File: src/rtl/mem_rw_arbiter.sv
// mem_rw_arbiter: round-robin merge of a read and a write memory port onto one SRAM.
// Define MEM_RW_ARBITER_PERF_EN to add grant/stall performance counters.
`timescale 1ns/1ps

package mem_rw_arbiter_pkg;

  typedef struct packed {
    logic [31:0] addr;
    logic [63:0] data;
    logic [7:0]  strb;
    logic        write;
  } mem_req_chan_t;

  typedef struct packed {
    logic          q_valid;
    mem_req_chan_t q;
  } mem_req_t;

  typedef struct packed {
    logic        valid;
    logic [63:0] data;
  } mem_rsp_chan_t;

  typedef struct packed {
    logic          q_ready;
    mem_rsp_chan_t p;
  } mem_rsp_t;

endpackage

module mem_rw_arbiter #(
  parameter type mem_req_t = mem_rw_arbiter_pkg::mem_req_t,
  parameter type mem_rsp_t = mem_rw_arbiter_pkg::mem_rsp_t,
  parameter int unsigned AddrWidth = 32,
  parameter int unsigned DataWidth = 64,
  parameter int unsigned NumWords = 1024,
  parameter int unsigned SramLatency = 1,
  localparam int unsigned StrbWidth = DataWidth / 8,
  localparam int unsigned SramAw = $clog2(NumWords),
  localparam int unsigned Off = $clog2(StrbWidth)
) (
  input  logic                 clk_i,
  input  logic                 rst_ni,
  input  mem_req_t             mem_req_i [2],
  output mem_rsp_t             mem_rsp_o [2],
  output logic                 sram_req_o,
  output logic                 sram_we_o,
  output logic [SramAw-1:0]    sram_addr_o,
  output logic [DataWidth-1:0] sram_wdata_o,
  output logic [StrbWidth-1:0] sram_be_o,
`ifdef MEM_RW_ARBITER_PERF_EN
  input  logic                 perf_clr_i,
  output logic [31:0]          perf_gnt_o [2],
  output logic [31:0]          perf_stall_o,
`endif
  input  logic [DataWidth-1:0] sram_rdata_i
);

  logic       rr_ptr;
  logic [1:0] valid;
  logic [1:0] grant;
  logic       gnt_port;
  logic       gnt_any;
  mem_req_t   sel;

  logic [SramLatency-1:0] pipe_vld;
  logic [SramLatency-1:0] pipe_port;
  logic [SramLatency-1:0] pipe_we;

  logic rsp_vld;
  logic rsp_port;
  logic rsp_we;

  always_comb begin
    valid = {mem_req_i[1].q_valid, mem_req_i[0].q_valid};
    unique case (valid)
      2'b01:   grant = 2'b01;
      2'b10:   grant = 2'b10;
      2'b11:   grant = rr_ptr ? 2'b10 : 2'b01;
      default: grant = 2'b00;
    endcase
    gnt_port = grant[1];
    gnt_any  = |grant;
  end

  // Idle cycles drive all SRAM fields low, not just the chip enable.
  always_comb begin
    sel          = mem_req_i[gnt_port];
    sram_req_o   = gnt_any;
    sram_we_o    = 1'b0;
    sram_addr_o  = '0;
    sram_wdata_o = '0;
    sram_be_o    = '0;
    if (gnt_any) begin
      sram_we_o    = sel.q.write;
      sram_addr_o  = sel.q.addr[Off +: SramAw];
      sram_wdata_o = sel.q.data;
      sram_be_o    = sel.q.strb;
    end
  end

  always_ff @(posedge clk_i or negedge rst_ni) begin
    if (!rst_ni) begin
      rr_ptr <= 1'b0;
    end else if (gnt_any) begin
      rr_ptr <= ~gnt_port;
    end
  end

  always_ff @(posedge clk_i or negedge rst_ni) begin
    if (!rst_ni) begin
      pipe_vld  <= '0;
      pipe_port <= '0;
      pipe_we   <= '0;
    end else begin
      pipe_vld[0]  <= gnt_any;
      pipe_port[0] <= gnt_port;
      pipe_we[0]   <= sram_we_o;
      for (int i = 1; i < SramLatency; i++) begin
        pipe_vld[i]  <= pipe_vld[i-1];
        pipe_port[i] <= pipe_port[i-1];
        pipe_we[i]   <= pipe_we[i-1];
      end
    end
  end

  assign rsp_vld  = pipe_vld[SramLatency-1];
  assign rsp_port = pipe_port[SramLatency-1];
  assign rsp_we   = pipe_we[SramLatency-1];

  always_comb begin
    for (int i = 0; i < 2; i++) begin
      mem_rsp_o[i]         = '0;
      mem_rsp_o[i].q_ready = grant[i];
      if (rsp_vld && (rsp_port == 1'(i))) begin
        mem_rsp_o[i].p.valid = 1'b1;
        mem_rsp_o[i].p.data  = rsp_we ? '0 : sram_rdata_i;
      end
    end
  end

`ifdef MEM_RW_ARBITER_PERF_EN
  // Clear has priority over a same-cycle increment.
  always_ff @(posedge clk_i or negedge rst_ni) begin
    if (!rst_ni) begin
      perf_gnt_o[0] <= '0;
      perf_gnt_o[1] <= '0;
      perf_stall_o  <= '0;
    end else if (perf_clr_i) begin
      perf_gnt_o[0] <= '0;
      perf_gnt_o[1] <= '0;
      perf_stall_o  <= '0;
    end else begin
      for (int i = 0; i < 2; i++) begin
        if (grant[i] && (perf_gnt_o[i] != '1)) begin
          perf_gnt_o[i] <= perf_gnt_o[i] + 32'd1;
        end
      end
      if ((&valid) && (perf_stall_o != '1)) begin
        perf_stall_o <= perf_stall_o + 32'd1;
      end
    end
  end
`endif

  logic unused_addr;
  assign unused_addr = ^{mem_req_i[0].q.addr, mem_req_i[1].q.addr};

  for (genvar p = 0; p < 2; p++) begin : g_chk
    assert property (@(posedge clk_i) disable iff (!rst_ni)
      mem_req_i[p].q_valid && !mem_rsp_o[p].q_ready
      |=> mem_req_i[p].q_valid && $stable(mem_req_i[p].q));
    if (AddrWidth > Off + SramAw) begin : g_hi
      assert property (@(posedge clk_i) disable iff (!rst_ni)
        mem_req_i[p].q_valid
        |-> mem_req_i[p].q.addr[AddrWidth-1:Off+SramAw] == '0);
    end
  end

endmodule
File: config.mk
export PLATFORM = sky130hd
export DESIGN_NAME = mem_rw_arbiter
export DESIGN_NICKNAME = d
export VERILOG_FILES = /design/src/rtl/mem_rw_arbiter.sv
export SDC_FILE = /design/constraint.sdc
export NUM_CORES = 1
export LEC_CHECK = 0
export ABC_AREA = 0
export ABC_CLOCK_PERIOD_IN_PS = 3400
export BUFFER_PORTS_ARGS = -buffer_cell sky130_fd_sc_hd__buf_4
export CAP_MARGIN = 20
export CORE_AREA = 2 2 192 194
export DETAILED_ROUTE_END_ITERATION = 7
export DIE_AREA = 0 0 194 196
export GPL_ROUTABILITY_DRIVEN = 1
export PLACE_DENSITY_LB_ADDON = 0.05
export SLEW_MARGIN = 20
export SYNTH_ARGS = -nofsm -noshare
export SYNTH_HDL_FRONTEND = slang
export SYNTH_SLANG_ARGS = --single-unit
File: constraint.sdc
create_clock -name clk_i -period 3.4 [get_ports clk_i]
set_clock_uncertainty 0.1 [all_clocks]
set_input_delay 0.34 -clock clk_i [delete_from_list [all_inputs] [get_ports clk_i]]
set_output_delay 0.34 -clock clk_i [all_outputs]
set_load 0.005 [all_outputs]
==> Word level (Yosys, flattened, before mapping) <==
Cells that the tools add are included.
{ "totals": {"wordCells": 26, "out_inout_bits": 216, "ff_bits": 4} }
{ "op_classes": {"n_eq_ne": 3, "reduce_logical": 3, "mux": 12, "bitwise_logic": 3, "order_cmp": 1} }
{ "ops": {"columns": ["op", "n"], "rows": [
  ["$mux W86", 3],
  ["$mux W65", 2],
  ["$mux W64", 2],
  ["$mux W10", 1],
  ["$mux W8", 1],
  ["$pmux W2 S3", 1],
  ["$eq A2 B2 Y1 const B", 2],
  ["$eq A2 B1 Y1 const B", 1],
  ["$ge A2 B2 Y1 const B", 1],
  ["$logic_and A1 B1 Y1", 2],
  ["$mux W2", 1],
  ["$not A1 Y1", 2],
  ["$not A1 Y2", 1],
  ["$reduce_or A2 Y1", 1],
  ["$mux W1", 1]
]} }

==> Logic depth before layout (Yosys ltp) <==
Gate-level depths: netlist of run 1.
{ "logic_depth": {"depth_word": 7, "ltp_mapped": 5} }

==> Least setup slack after synthesis of run 1 <==
OpenSTA, ideal clock, no wires.
{ "synth_timing": {"kind": "flip-flop to output port", "from": "reg rr_ptr", "to": "out sram_be_o[2]", "slack_ps": 1877, "arrival_ps": 1083, "stages_incl_launch_ff": 5, "required_ps": 2960, "path_buffers": 2, "path_cell_list": "dfrtp_1 > nand2b_4 > buf_6 > buf_2 > a32o_1"} }
{ "synth_via": {"elab_chain_len": 7, "elab_cells_between_ends": 8, "classes_between": "mux: 6; bitwise: 1; reduce/logical: 1"} }
{ "synth_lines": {"columns": ["item", "line_no", "source"], "rows": [
  ["from (decl)", "59", "logic rr_ptr;"],
  ["from (signal assigned)", "106", "rr_ptr <= ~gnt_port;"],
  ["$mux W2 *", "79", "2'b11: grant = rr_ptr ? 2'b10 : 2'b01;"],
  ["$pmux W2 S3 *", "76", "unique case (valid)"],
  ["$not A1 Y2 (not written as such)", "88", "sel = mem_req_i[gnt_port];"],
  ["$mux W86 (not written as such) (3 in series)", "88", null],
  ["$mux W8 *", "94", "if (gnt_any) begin"],
  ["to (decl)", "50", "output logic [StrbWidth-1:0] sram_be_o,"]
]} }
Mark *: on every way between the ends. The rest lies on a longest branch, timed or not. The select of a mux whose other input is x is not followed.

==> Final worst setup path of run 1 <==
{ "layout_timing": {"from": "reg rr_ptr", "to": "out sram_we_o"} }
{ "layout_via": {"elab_chain_len": 7, "elab_cells_between_ends": 8, "classes_between": "mux: 6; bitwise: 1; reduce/logical: 1"} }
{ "layout_lines": {"columns": ["item", "line_no", "source"], "rows": [
  ["$mux W2 *", "79", null],
  ["$pmux W2 S3 *", "76", null],
  ["$not A1 Y2 (not written as such)", "88", null],
  ["$mux W86 (not written as such) (3 in series)", "88", null],
  ["$mux W1 *", "94", null],
  ["to (decl)", "47", "output logic sram_we_o,"]
]} }
Marks and branches as above.

==> flow_metrics.tcl, run 1 <==
set metrics [dict create \
    finalHoldViolations 0 \
    wirelength_um 19600 \
    synth_adder_area_share_pct 0 \
    port_buffers 449 \
    routedWlPerCell_um 16.1 \
    die_width_um 194 \
    slowest_stage "sky130_fd_sc_hd__nand2b_4" \
    synth.mux.area_fraction_pct 0 \
    gr-total-overflow 0 \
    drt_first_pass_iters 4 \
    post-dp-hpwl_um 15900 \
    tightestPinTransition_ns 1.02 \
    fp.dieArea_mm2 0.0380 \
    post_cts.repair.setup_buffers 0 \
    tritoncts.num_buffers 3 \
    cts_hold_buf 1 \
    chain_of_cells_forming_the_critical_path "nand2b_4 -> a32o_1 -> buf_4" \
    place_inst 1213 \
    vdd_drop_max_v 0.000146 \
    critical-path-max-stage-delay_ns 0.80 \
    cp_num_cells 3 \
    asyncSetResetFlopFracSynth_pct 100 \
    detail_route.iter0.violations 85 \
    worst_path_dominant_cell_family "simple AND/OR/NAND/NOR gates" \
    synth_seq_area_share_pct 4.67 \
    via_count_of_the_first_global_routing_pass 4349 \
    ant_nets 0 \
    syn-cell-area_mm2 0.00214 \
    path_buf_inv 1 \
    ioPinCount 494 \
    final_cells 1217 \
    synth_simple_gate_area_share_pct 43.0 \
    die_height_um 196 \
    post_synth_net_total 616 \
    yosysWarningCount 0 \
    leakagePower_nw 3.00 \
    timing.slew.headroom_pct 32.0 \
    core-area_mm2 0.0361 \
    syn-mean-instance-area_um2 6.34 \
    sequential_cell_area_um2 100 \
    cts_resized 0 \
    synth_top_flop_cell "sky130_fd_sc_hd__dfrtp_1" \
    num_vias 4321 \
    clkTransAtPathRegs_ns 0.03 \
    setup.worst_path.class "reg2out" \
    min_path_type "in2reg" \
    synth.distinct_cells 16 \
    finalNetCount 1029 \
    grt_util_all_layers_pct 9.42 \
    final_weighted_congestion_in_routability_driven_placement 0.753 \
    synthXorXnorAreaFrac_pct 0 \
    tritoncts "built" \
    initial_utilization_pct 5.94 \
    clock_tree.root_cell "sky130_fd_sc_hd__clkbuf_16" \
    numClockSinks 4 \
    ctsHtreeMaxLevel 1 \
    critPathRequiredTime_ns 2.96 \
    post-synth-top-area-fraction_pct 38.8 \
    cell_type_with_the_largest_total_area_after_synthesis "sky130_fd_sc_hd__a32o_1" \
    finalSetupViolCount 0 \
    min_period_ns 2.45 \
    area_taken_by_multi_input_logic_gates_mm2 0.00178 \
    rsz_0062_raised_after_global_routing "no" \
    cp_max_fo 84 \
    fin_worst_hold_slack_ns 0.304 \
    run_status "complete, no violations" \
    layout_worst_path_cycle_share_pct 72.1 \
    dominant_combinational_cell_family_by_area_after_synthesis "simple AND/OR/NAND/NOR gates" \
    timing.final.ws_setup_ns 0.949 \
    synth_edf_count 0 \
    power.total_mw 1.18 \
    end_kind "output port" \
    nFillCells 4154 \
    synth_most_common_cell "sky130_fd_sc_hd__nor2_1" \
    drive_gt1_share_pct 61.8 \
    complex_gate_fraction_of_the_synthesized_area_pct 39.5 \
    row_count 70 \
    drc 0 \
    placement.setup.worst_slack_ns 1.07 \
    timing.final.max_slew_violations 0 \
    powerDensity_mw_per_mm2 198 \
    hold_path_depth 2 \
    postSynthCellCount 338 \
    cap_violations 0 \
    maximum_clock_insertion_buffer_count 2 \
    timing.critical_path.from_type "flip-flop" \
    area_growth_syn_to_layout_pct 180 \
    finalSetupTns_ns 0 \
    yosys-top-cells-area "sky130_fd_sc_hd__a32o_1 (39%), sky130_fd_sc_hd__nor2_1 (23%), sky130_fd_sc_hd__nand2b_1 (19%), sky130_fd_sc_hd__dfrtp_1 (4.7%), sky130_fd_sc_hd__buf_6 (4.2%)" \
    routed_via_density 3.55 \
    clock_latency_ns 0.22 \
    synth.ff_latch_count 4 \
    cp.arrival_ns 2.01 \
    antenna_found_initial 0 \
    r2r.worst_path.cells 2 \
    synth_top_cells_by_count "sky130_fd_sc_hd__nor2_1 (129), sky130_fd_sc_hd__a32o_1 (83), sky130_fd_sc_hd__nand2b_1 (65)" \
    num_antenna_cells 0 \
    grt_max_degree 85 \
    grt_first_pass_wirelength_um 27800 \
    achievable-frequency_mhz 408 \
]
stage by stage:
| stage | util [%] | area, µm² |
|---|---|---|
| after global routing | 16.6 | 5990 |
| after floorplan | - | 2140 |
| final | 16.6 | 5990 |
| after CTS | 16.6 | 5990 |
| after detailed placement | 16.4 | 5910 |
| after global placement | 16.4 | 5910 |
registers in the layout (all words and copies together) (netlist names):
name,cells
pipe_port,1
pipe_vld,1
pipe_we,1
rr_ptr,1
layer usage:
layer | track usage (%) | vias to the layer above | wire length, µm
met5 | 0 | - | 0
met4 | 0.337 | 0 | 76
met3 | 3.87 | 6 | 2190
met2 | 17.9 | 295 | 10200
met1 | 10.2 | 1971 | 7130
li1 | - | 2049 | -
final timing paths:
check	startpoint	endpoint	slack (ns)
min in group asynchronous	rst_ni	pipe_we	0.40
setup / recovery	rr_ptr	sram_we_o	0.95
hold reg to reg	rr_ptr	rr_ptr	0.45
setup reg to reg	rr_ptr	pipe_we	1.54
hold / removal	mem_req_i[211]	pipe_vld	0.30
max in group asynchronous	rst_ni	pipe_vld	2.69
report_power, final:
group / switching, mW / internal [mW] / total (mW) / leakage (nW)
Sequential: 0.00410 / 0.0525 / 0.0566 / 0.0463
Combinational: 0.403 / 0.544 / 0.947 / 2.91
Clock: 0.0310 / 0.150 / 0.181 / 0.0370
cell usage in the layout (no fill, tap or decap):
master	instances
sky130_fd_sc_hd__a21oi_1	1
sky130_fd_sc_hd__nand2b_1	64
sky130_fd_sc_hd__buf_12	1
sky130_fd_sc_hd__nor2_1	129
sky130_fd_sc_hd__dlygate4sd3_1	1
sky130_fd_sc_hd__dfrtp_1	4
sky130_fd_sc_hd__and2_1	1
sky130_fd_sc_hd__nand2_2	1
sky130_fd_sc_hd__inv_1	2
sky130_fd_sc_hd__nand2b_2	1
sky130_fd_sc_hd__or2_1	1
sky130_fd_sc_hd__a32o_1	83
sky130_fd_sc_hd__a21boi_4	1
sky130_fd_sc_hd__clkbuf_16	3
sky130_fd_sc_hd__nand2b_4	1
sky130_fd_sc_hd__buf_4	455
cell families (layout without fill, tap and decap cells):
family,count (synthesis),in the layout
buf+inv,51,462
flops,4,4
compound gates,85,85
simple gates,198,198
layout make-up:
type,count,share of cell area [%]
multi-input cells,283,29.7
flip-flops and latches,4,1.67
repair buffers,457,57.5
well taps,468,9.77
clock buffers,3,1.25
inverters,2,0.125
Note: power is estimated with default switching activity, not from simulation.
==> inputs of run 2 (changes only) <==
ABC_AREA = 1   (was 0)
ABC_CLOCK_PERIOD_IN_PS = 2300   (was 3400)
CORE_AREA = 2 2 189 191   (was 2 2 192 194)
DIE_AREA = 0 0 191 193   (was 0 0 194 196)
clock period = 2.3 ns   (was 3.4 ns; I/O delays follow)
==> flow_metrics.tcl, run 2 <==
set metrics [dict create \
    run_status "complete, no violations" \
    die_width_um 191 \
    final_weighted_congestion_in_routability_driven_placement 0.713 \
    timing.slew.headroom_pct 63.8 \
    numClockSinks 4 \
    layout_worst_path_cycle_share_pct 87.5 \
    fp.dieArea_mm2 0.0369 \
    end_kind "output port" \
    antenna_found_initial 1 \
    min_period_ns 2.01 \
    finalSetupTns_ns 0 \
    grt_max_degree 85 \
    finalHoldViolations 0 \
    cap_violations 0 \
    timing.final.max_slew_violations 0 \
    achievable-frequency_mhz 497 \
    min_path_type "in2reg" \
    power.total_mw 1.86 \
    cp_max_fo 19 \
    row_count 69 \
    ctsHtreeMaxLevel 1 \
    grt_util_all_layers_pct 10.7 \
    synth_top_flop_cell "sky130_fd_sc_hd__dfrtp_1" \
    synth_simple_gate_area_share_pct 60.3 \
    maximum_clock_insertion_buffer_count 2 \
    placement.setup.worst_slack_ns 0.419 \
    clkTransAtPathRegs_ns 0.03 \
    drive_gt1_share_pct 40.6 \
    routedWlPerCell_um 13.3 \
    syn-cell-area_mm2 0.00317 \
    synth_adder_area_share_pct 0 \
    yosys-top-cells-area "sky130_fd_sc_hd__nand2_1 (40%), sky130_fd_sc_hd__inv_1 (28%), sky130_fd_sc_hd__nor3_1 (20%), sky130_fd_sc_hd__buf_2 (5.4%), sky130_fd_sc_hd__dfrtp_1 (3.2%)" \
    num_vias 5594 \
    tritoncts.num_buffers 3 \
    port_buffers 449 \
    place_inst 1641 \
    die_height_um 193 \
    synth_edf_count 0 \
    asyncSetResetFlopFracSynth_pct 100 \
    initial_utilization_pct 9.08 \
    drc 0 \
    ioPinCount 494 \
    setup.worst_path.class "reg2out" \
    syn-mean-instance-area_um2 4.16 \
    timing.critical_path.from_type "flip-flop" \
    tightestPinTransition_ns 0.544 \
    drt_first_pass_iters 4 \
    synth_seq_area_share_pct 3.15 \
    vdd_drop_max_v 0.000214 \
    grt_first_pass_wirelength_um 30300 \
    synth_most_common_cell "sky130_fd_sc_hd__nand2_1" \
    rsz_0062_raised_after_global_routing "no" \
    post-synth-top-area-fraction_pct 40.0 \
    wirelength_um 22000 \
    synth_top_cells_by_count "sky130_fd_sc_hd__nand2_1 (338), sky130_fd_sc_hd__inv_1 (236), sky130_fd_sc_hd__nor3_1 (128)" \
    synth.ff_latch_count 4 \
    synth.mux.area_fraction_pct 0 \
    layout.cells.most_common_list "sky130_fd_sc_hd__buf_4 (464), sky130_fd_sc_hd__nand2_1 (334), sky130_fd_sc_hd__inv_1 (236)" \
    timing.final.ws_setup_ns 0.287 \
    core-area_mm2 0.0350 \
    cp.arrival_ns 1.68 \
    routed_via_density 3.40 \
    clock_latency_ns 0.22 \
    leakagePower_nw 4.96 \
    post_synth_net_total 1041 \
    synth.distinct_cells 10 \
    finalNetCount 1464 \
    mostFrequentLayoutCell "sky130_fd_sc_hd__buf_4" \
    detail_route.iter0.violations 106 \
    complex_gate_fraction_of_the_synthesized_area_pct 0.158 \
    ant_nets 0 \
    synthXorXnorAreaFrac_pct 0 \
    critPathRequiredTime_ns 1.97 \
    yosysWarningCount 0 \
    dominant_combinational_cell_family_by_area_after_synthesis "simple AND/OR/NAND/NOR gates" \
    worst_setup_path_startpoint "pipe_port" \
    area_growth_syn_to_layout_pct 128 \
    cts_resized 0 \
    tritoncts "built" \
    finalSetupViolCount 0 \
    cell_type_with_the_largest_total_area_after_synthesis "sky130_fd_sc_hd__nand2_1" \
    via_count_of_the_first_global_routing_pass 5157 \
    final_cells 1647 \
    gr-total-overflow 0 \
    powerDensity_mw_per_mm2 258 \
    worstReg2RegStart "rr_ptr" \
    postSynthCellCount 763 \
    clock_tree.root_cell "sky130_fd_sc_hd__clkbuf_16" \
    holdCritStartpoint "mem_req_i[211]" \
    post-dp-hpwl_um 18400 \
]
-- run 2: per-layer routing --
metal  global-route usage, %  vias to the layer above  share of wire, %  wire length, µm
li1                        -                     2974                 -                -
met3                    3.91                        4                12             2570
met1                    11.0                     2346                36             7820
met4                    1.10                        0              0.49              108
met5                       0                        -                 0                0
met2                    21.0                      270                52            11500
-- run 2: final timing paths --
check                                 endpoint  slack, ns  cells past startpoint
worst min register to register          rr_ptr       0.49                      2
worst min-delay path                  pipe_vld       0.18                      2
worst max register to register         pipe_we       0.89                      6
worst max-delay path            mem_rsp_o[111]       0.29                      5
min in group asynchronous            pipe_port       0.27                      2
max in group asynchronous              pipe_we       1.71                      2
-- run 2: repair_timing --
action / 4_1_cts / 5_1_grt
hold buffers: 1 / 0
buffers inserted: 0 / 0
endpoints found under the hold margin: 4 / 0
-- run 2: cells by family after synthesis --
kind of cell    after synthesis
compound gates                1
buf+inv                     291
flops                         4
simple gates                467
-- run 2: area by class of cell --
type / count / area, µm²
Antenna cell: 1 / 2.50
Clock buffer: 4 / 78.8
Fill cell: 4175 / 27700
Inverter: 236 / 886
Multi-Input combinational cell: 468 / 1930
Sequential cell: 4 / 104
Tap cell: 461 / 577
Timing Repair Buffer: 473 / 3650
-- run 2: per-stage QoR --
stage | utilization (%) | hold WS (ns) | instance area, µm²
after global placement | 20.4 | -0.0696 | 7140
after global routing | 20.7 | 0.182 | 7230
after floorplan | - | -0.166 | 3170
after detailed placement | 20.4 | -0.0687 | 7140
final | 20.7 | 0.179 | 7230
after CTS | 20.7 | 0.176 | 7230
-- run 2: critical path, stage by stage, from the launching register on --
cell and delay [ns]:
sky130_fd_sc_hd__dfrtp_1 0.37, sky130_fd_sc_hd__inv_1 0.07, sky130_fd_sc_hd__nand2_2 0.30, sky130_fd_sc_hd__buf_4 0.30, sky130_fd_sc_hd__nor3_1 0.24, sky130_fd_sc_hd__buf_4 0.17
-- run 2: where the power goes --
group          leakage, nW  internal [mW]  switching [mW]
clock network       0.0382          0.229          0.0499
registers           0.0456         0.0773          0.0284
logic                 4.87          0.802           0.678
